==> config.mk <==
export PLATFORM = sky130hd
export DESIGN_NAME = mul_tc_16_16_seq
export DESIGN_NICKNAME = d
export VERILOG_FILES = /design/src/rtl/mul_pkg.sv /design/src/rtl/booth_digit_sel.sv /design/src/rtl/mul_tc_16_16_seq.sv
export SDC_FILE = /design/constraint.sdc
export NUM_CORES = 1
export LEC_CHECK = 0
export CORE_AREA = 2 2 125 127
export DETAILED_ROUTE_END_ITERATION = 10
export DIE_AREA = 0 0 127 129
export GPL_TIMING_DRIVEN = 0
export HOLD_SLACK_MARGIN = 0.12
export PLACE_DENSITY_LB_ADDON = 0.25
export SYNTH_ARGS = -nofsm -noshare
export SYNTH_HDL_FRONTEND = slang
export SYNTH_SLANG_ARGS = --single-unit
export TNS_END_PERCENT = 30
==> constraint.sdc <==
create_clock -name clk -period 6.3 [get_ports clk]
set_input_delay 0.945 -clock clk [delete_from_list [all_inputs] [get_ports clk]]
set_output_delay 0.945 -clock clk [all_outputs]
set_load 0.1 [all_outputs]
==> src/rtl/mul_pkg.sv <==
// rtl/mul_pkg.sv - shared constants and types for the sequential Booth multiplier
package mul_pkg;

  localparam int WIDTH = 16;

  typedef enum logic [1:0] {
    ST_IDLE = 2'd0,
    ST_RUN  = 2'd1,
    ST_DONE = 2'd2
  } state_t;

  // Radix-4 Booth window codes, y[2:0] = {b[2i+1], b[2i], b[2i-1]}
  localparam logic [2:0] WIN_Z0  = 3'b000;
  localparam logic [2:0] WIN_P1A = 3'b001;
  localparam logic [2:0] WIN_P1B = 3'b010;
  localparam logic [2:0] WIN_P2  = 3'b011;
  localparam logic [2:0] WIN_M2  = 3'b100;
  localparam logic [2:0] WIN_M1A = 3'b101;
  localparam logic [2:0] WIN_M1B = 3'b110;
  localparam logic [2:0] WIN_Z1  = 3'b111;

endpackage

==> src/rtl/booth_digit_sel.sv <==
// rtl/booth_digit_sel.sv - radix-4 Booth digit selector: window to magnitude plus negate flag
module booth_digit_sel
  import mul_pkg::*;
#(
  parameter int WIDTH = mul_pkg::WIDTH
) (
  input  logic [2:0]     win,
  input  logic [WIDTH:0] x,
  output logic [WIDTH:0] mag,
  output logic           neg
);

  // x is already sign-extended by one bit, so a left shift keeps 2x exact
  logic [WIDTH:0] x2;
  assign x2 = {x[WIDTH-1:0], 1'b0};

  always_comb begin
    mag = '0;
    neg = 1'b0;
    case (win)
      WIN_P1A, WIN_P1B: mag = x;
      WIN_P2:           mag = x2;
      WIN_M2: begin
        mag = x2;
        neg = 1'b1;
      end
      WIN_M1A, WIN_M1B: begin
        mag = x;
        neg = 1'b1;
      end
      default: begin
        mag = '0;
        neg = 1'b0;
      end
    endcase
  end

endmodule

==> src/rtl/mul_tc_16_16_seq.sv <==
// rtl/mul_tc_16_16_seq.sv - sequential radix-4 Booth signed multiplier, one digit per cycle
module mul_tc_16_16_seq
  import mul_pkg::*;
#(
  parameter int WIDTH = mul_pkg::WIDTH
) (
  input  logic                 clk,
  input  logic                 rst_n,
  input  logic                 in_valid,
  output logic                 in_ready,
  input  logic [WIDTH-1:0]     a,
  input  logic [WIDTH-1:0]     b,
  output logic                 out_valid,
  input  logic                 out_ready,
  output logic [2*WIDTH-1:0]   p,
  output logic                 busy
);

  localparam int NDIG = WIDTH / 2;
  localparam int CW   = $clog2(NDIG);
  localparam logic [CW-1:0] LAST_DIG = CW'(NDIG - 1);

  state_t               state;
  logic [WIDTH:0]       x;
  logic [WIDTH:0]       y;
  logic [2*WIDTH+1:0]   acc;
  logic [CW-1:0]        cnt;

  logic [WIDTH:0]       mag;
  logic                 neg;
  logic [WIDTH+1:0]     mag_ext;
  logic [WIDTH+1:0]     pp;
  logic [2*WIDTH+1:0]   pp_ext;
  logic [2*WIDTH+1:0]   acc_next;

  booth_digit_sel #(
    .WIDTH(WIDTH)
  ) u_sel (
    .win(y[2:0]),
    .x  (x),
    .mag(mag),
    .neg(neg)
  );

  // Two extra bits: negating 2*(-2^(WIDTH-1)) yields +2^WIDTH
  always_comb begin
    mag_ext  = {mag[WIDTH], mag};
    pp       = neg ? (~mag_ext + 1'b1) : mag_ext;
    pp_ext   = {{WIDTH{pp[WIDTH+1]}}, pp};
    acc_next = acc + (pp_ext << {cnt, 1'b0});
  end

  assign in_ready = (state == ST_IDLE);
  assign busy     = (state != ST_IDLE);

  always_ff @(posedge clk) begin
    if (!rst_n) begin
      state     <= ST_IDLE;
      out_valid <= 1'b0;
      p         <= '0;
      acc       <= '0;
      cnt       <= '0;
      x         <= '0;
      y         <= '0;
    end else begin
      case (state)
        ST_IDLE: begin
          if (in_valid) begin
            x     <= {a[WIDTH-1], a};
            y     <= {b, 1'b0};
            acc   <= '0;
            cnt   <= '0;
            state <= ST_RUN;
          end
        end
        ST_RUN: begin
          acc <= acc_next;
          y   <= {y[WIDTH], y[WIDTH], y[WIDTH:2]};
          cnt <= cnt + 1'b1;
          if (cnt == LAST_DIG) begin
            p         <= acc_next[2*WIDTH-1:0];
            out_valid <= 1'b1;
            state     <= ST_DONE;
          end
        end
        ST_DONE: begin
          if (out_ready) begin
            out_valid <= 1'b0;
            state     <= ST_IDLE;
          end
        end
        default: begin
          out_valid <= 1'b0;
          state     <= ST_IDLE;
        end
      endcase
    end
  end

endmodule
==> results_dict.tcl <==
set metrics [dict create \
    syn-num-nets 1008 \
    track_usage_pct 25.1 \
    power_density_nw_per_um2 206 \
    period_needed_ns 5.98 \
    ys_types 71 \
    dp_hpwl_um 15300 \
    timing.final.hold_violations 0 \
    outcome "completed" \
    worst_slew_pin_slew_ns 1.04 \
    reg2reg_slack_ns 0.32 \
    syn_area_um2 6940 \
    avgRoutedWirePerCell_um 16.8 \
    fin_util_pct 55.1 \
    avgViaCountPerCell 5.94 \
    place_inst 1191 \
    ys.flop_type "dfxtp_1" \
    h-tree-depth 3 \
    clock_path_buffers 2 \
    grt_pass1_vias 6664 \
    avgSynthCellArea_um2 7.44 \
    fp.dieH_um 129 \
    hold_buffers 0 \
    area.growth.synth_to_final_pct 18.9 \
    die-area_um2 16400 \
    ant_nets 0 \
    num_vias 7135 \
    max-cap-violations 0 \
    die_x_um 127 \
    rows 45 \
    start_kind "flop" \
    antenna_found_initial 0 \
    diodes 0 \
    routed_wl_um 20200 \
    core_area_um2 15000 \
    vdd_drop_max_uv 164 \
    crit_path_end_kind "flop" \
    place_congestion 0.958 \
    cts_buffers 9 \
    synth_edf_count 0 \
    clkLatencyLatePin_ns 0.36 \
    critPathKind "reg -> reg" \
    ys_async_sr_fraction_pct 0 \
    fin_crit_sh_pct 95.0 \
    yosysWarnings 0 \
    clock_sinks 103 \
    tns_ns 0 \
    clockRootBuffer "clkbuf_16" \
    setup_viol 0 \
    ys_seq_area_share_pct 29.7 \
    synth_seq_cells 103 \
    drv_slew 0 \
    ios 71 \
    grt_setup_unrepaired "no" \
    cts_tree "built" \
    drc 0 \
    clock_skew_ns 0.0132 \
    grt_pass1_wl_um 33100 \
    clock.fmax_mhz 167 \
    grt_overflow 0 \
    crit_arrival_ns 6.22 \
    grt_max_degree 20 \
    start_util_pct 46.3 \
    syn_inst 933 \
    fillers 1492 \
    mostFrequentLayoutCells "nand2_1 (180), dfxtp_1 (103), a21oi_1 (102), nor2_1 (74), clkdlybuf4s50_1 (70)" \
    drtIter0Drc 490 \
    dr.pass1.iters 5 \
    power.leakage_nw 3.12 \
    drive_above_1_share_pct 5.73 \
    layout_commonest_cell "nand2_1" \
    nets 1084 \
    cp.required_ns 6.54 \
    p_total_mw 1.70 \
    numPortBuffers 70 \
    critPathMaxFanout 28 \
    clkTransAtPathRegs_ns 0.07 \
    relSlewSlack_pct 30.4 \
    stdcell_count 1201 \
    hp-class "reg -> reg" \
]
[through the flow]
stage	cell area [um2]	hold WS (ns)	setup WS [ns]
5_1_grt	8250	0.479	0.00371
3_5_place_dp	7880	0.446	-0.665
6_report	8250	0.453	0.318
2_1_floorplan	6940	0.432	0.620
4_1_cts	8200	0.455	0.0199
3_3_place_gp	7880	0.443	-0.691
[report_power, final]
group,switching (mW),leakage (nW),internal (mW)
Combinational,0.297,2.15,0.177
Sequential,0.0236,0.837,0.679
Clock,0.256,0.127,0.269
[area by class of cell]
type | count | area [um2] | area share, %
clock inverters | 4 | 32.5 | 0.394
clock buffers | 11 | 233 | 2.82
repair buffers | 72 | 716 | 8.67
plain buffers | 57 | 224 | 2.71
flip-flops and latches | 103 | 2060 | 25.0
inverters | 18 | 67.6 | 0.819
multi-input cells | 748 | 4680 | 56.7
well taps | 188 | 235 | 2.85
[layer usage]
layer / share of wire [%] / global-route usage [%] / wire length (um) / up-vias
met5: 0 / 0 / 0 / -
met2: 44 / 40.8 / 8990 / 214
met4: 2.6 / 9.05 / 527 / 0
li1: - / - / - / 3539
met1: 47 / 33.8 / 9500 / 3345
met3: 5.9 / 4.20 / 1190 / 37
[cell families after synthesis]
logic type	share of synthesized area [%]
XOR/XNOR	5.05
AND/OR/NAND/NOR	21.8
flip-flops	29.7
multiplexers	3.69
AO/OA/AOI/OAI	28.1
adder cells (fa/ha/maj)	7.14
buffers and inverters	4.51
[what timing repair did]
action                     4_1_cts  5_1_grt
resized for setup               11       15
buffers inserted                 1        1
pin swaps                        1        4
setup endpoints to repair       25       32
[worst paths after layout]
| path | depth (start not counted) | endpoint | startpoint |
|---|---|---|---|
| setup / recovery | 24 | p[31]$_SDFFE_PN0P_ | y[0]$_SDFFE_PN0P_ |
| hold / removal | 2 | p[27]$_SDFFE_PN0P_ | p[27]$_SDFFE_PN0P_ |
| setup reg to reg | 24 | p[31]$_SDFFE_PN0P_ | y[0]$_SDFFE_PN0P_ |
| hold reg to reg | 2 | p[27]$_SDFFE_PN0P_ | p[27]$_SDFFE_PN0P_ |
[synth_stat cells, types with 3 or more instances]
cell      count  area (um2)
ha_1         38         475
a211oi_1      9        67.6
a22o_1       10        87.6
nand2_1     180         676
nand4_1       5        31.3
nor4_1        4        25.0
buf_1         7        26.3
nand2b_1      4        25.0
o211ai_1      7        52.6
a21boi_0      6        45.0
mux2_2        7        78.8
dfxtp_1     103        2060
a311oi_1     14         123
or2_2         5        31.3
o31ai_1      11        82.6
a31oi_1      18         113
or3_1         4        25.0
nor2b_1       4        25.0
or4_1         4        30.0
a21o_1       14         105
a22oi_1      16         120
nor2_1       74         278
o22ai_1       4        25.0
nor3_1       12        60.1
mux2i_1      14         140
o31a_1        3        26.3
and2_1        5        31.3
o41ai_1       3        26.3
and3_1        5        31.3
o21bai_1      4        30.0
a21oi_1     103         515
xor2_1       17         149
o21ai_0      45         225
clkbuf_1     53         199
buf_2         4        20.0
inv_1        16        60.1
nand3_1      33         165
o21a_1        3        22.5
xnor2_1      23         201
[registers in the layout, indices dropped and copies added, names as in the netlist]
register / count
p: 32
state: 2
y: 17
acc: 32
out_valid: 1
cnt: 3
x: 16
[worst max-delay path, cell delays in order, from the launching register on]
cell and delay, ns:
dfxtp_1 0.39, inv_1 0.09, ha_2 0.20, mux2_4 0.31
clkbuf_4 0.28, a21boi_2 0.21, ha_1 0.19, inv_1 0.06
a221oi_2 0.23, nand4_2 0.21, buf_4 0.19, o41ai_1 0.42
xnor2_1 0.22, a221oi_1 0.49, mux2_2 0.28, ha_1 0.23
clkbuf_1 0.20, a21o_1 0.24, o41ai_2 0.40, a2bb2oi_2 0.23
a31oi_2 0.13, mux2_2 0.32, nand2_1 0.10, nor4_1 0.05
nand3b_1 0.18
Note: power is estimated with default switching activity, not from simulation.
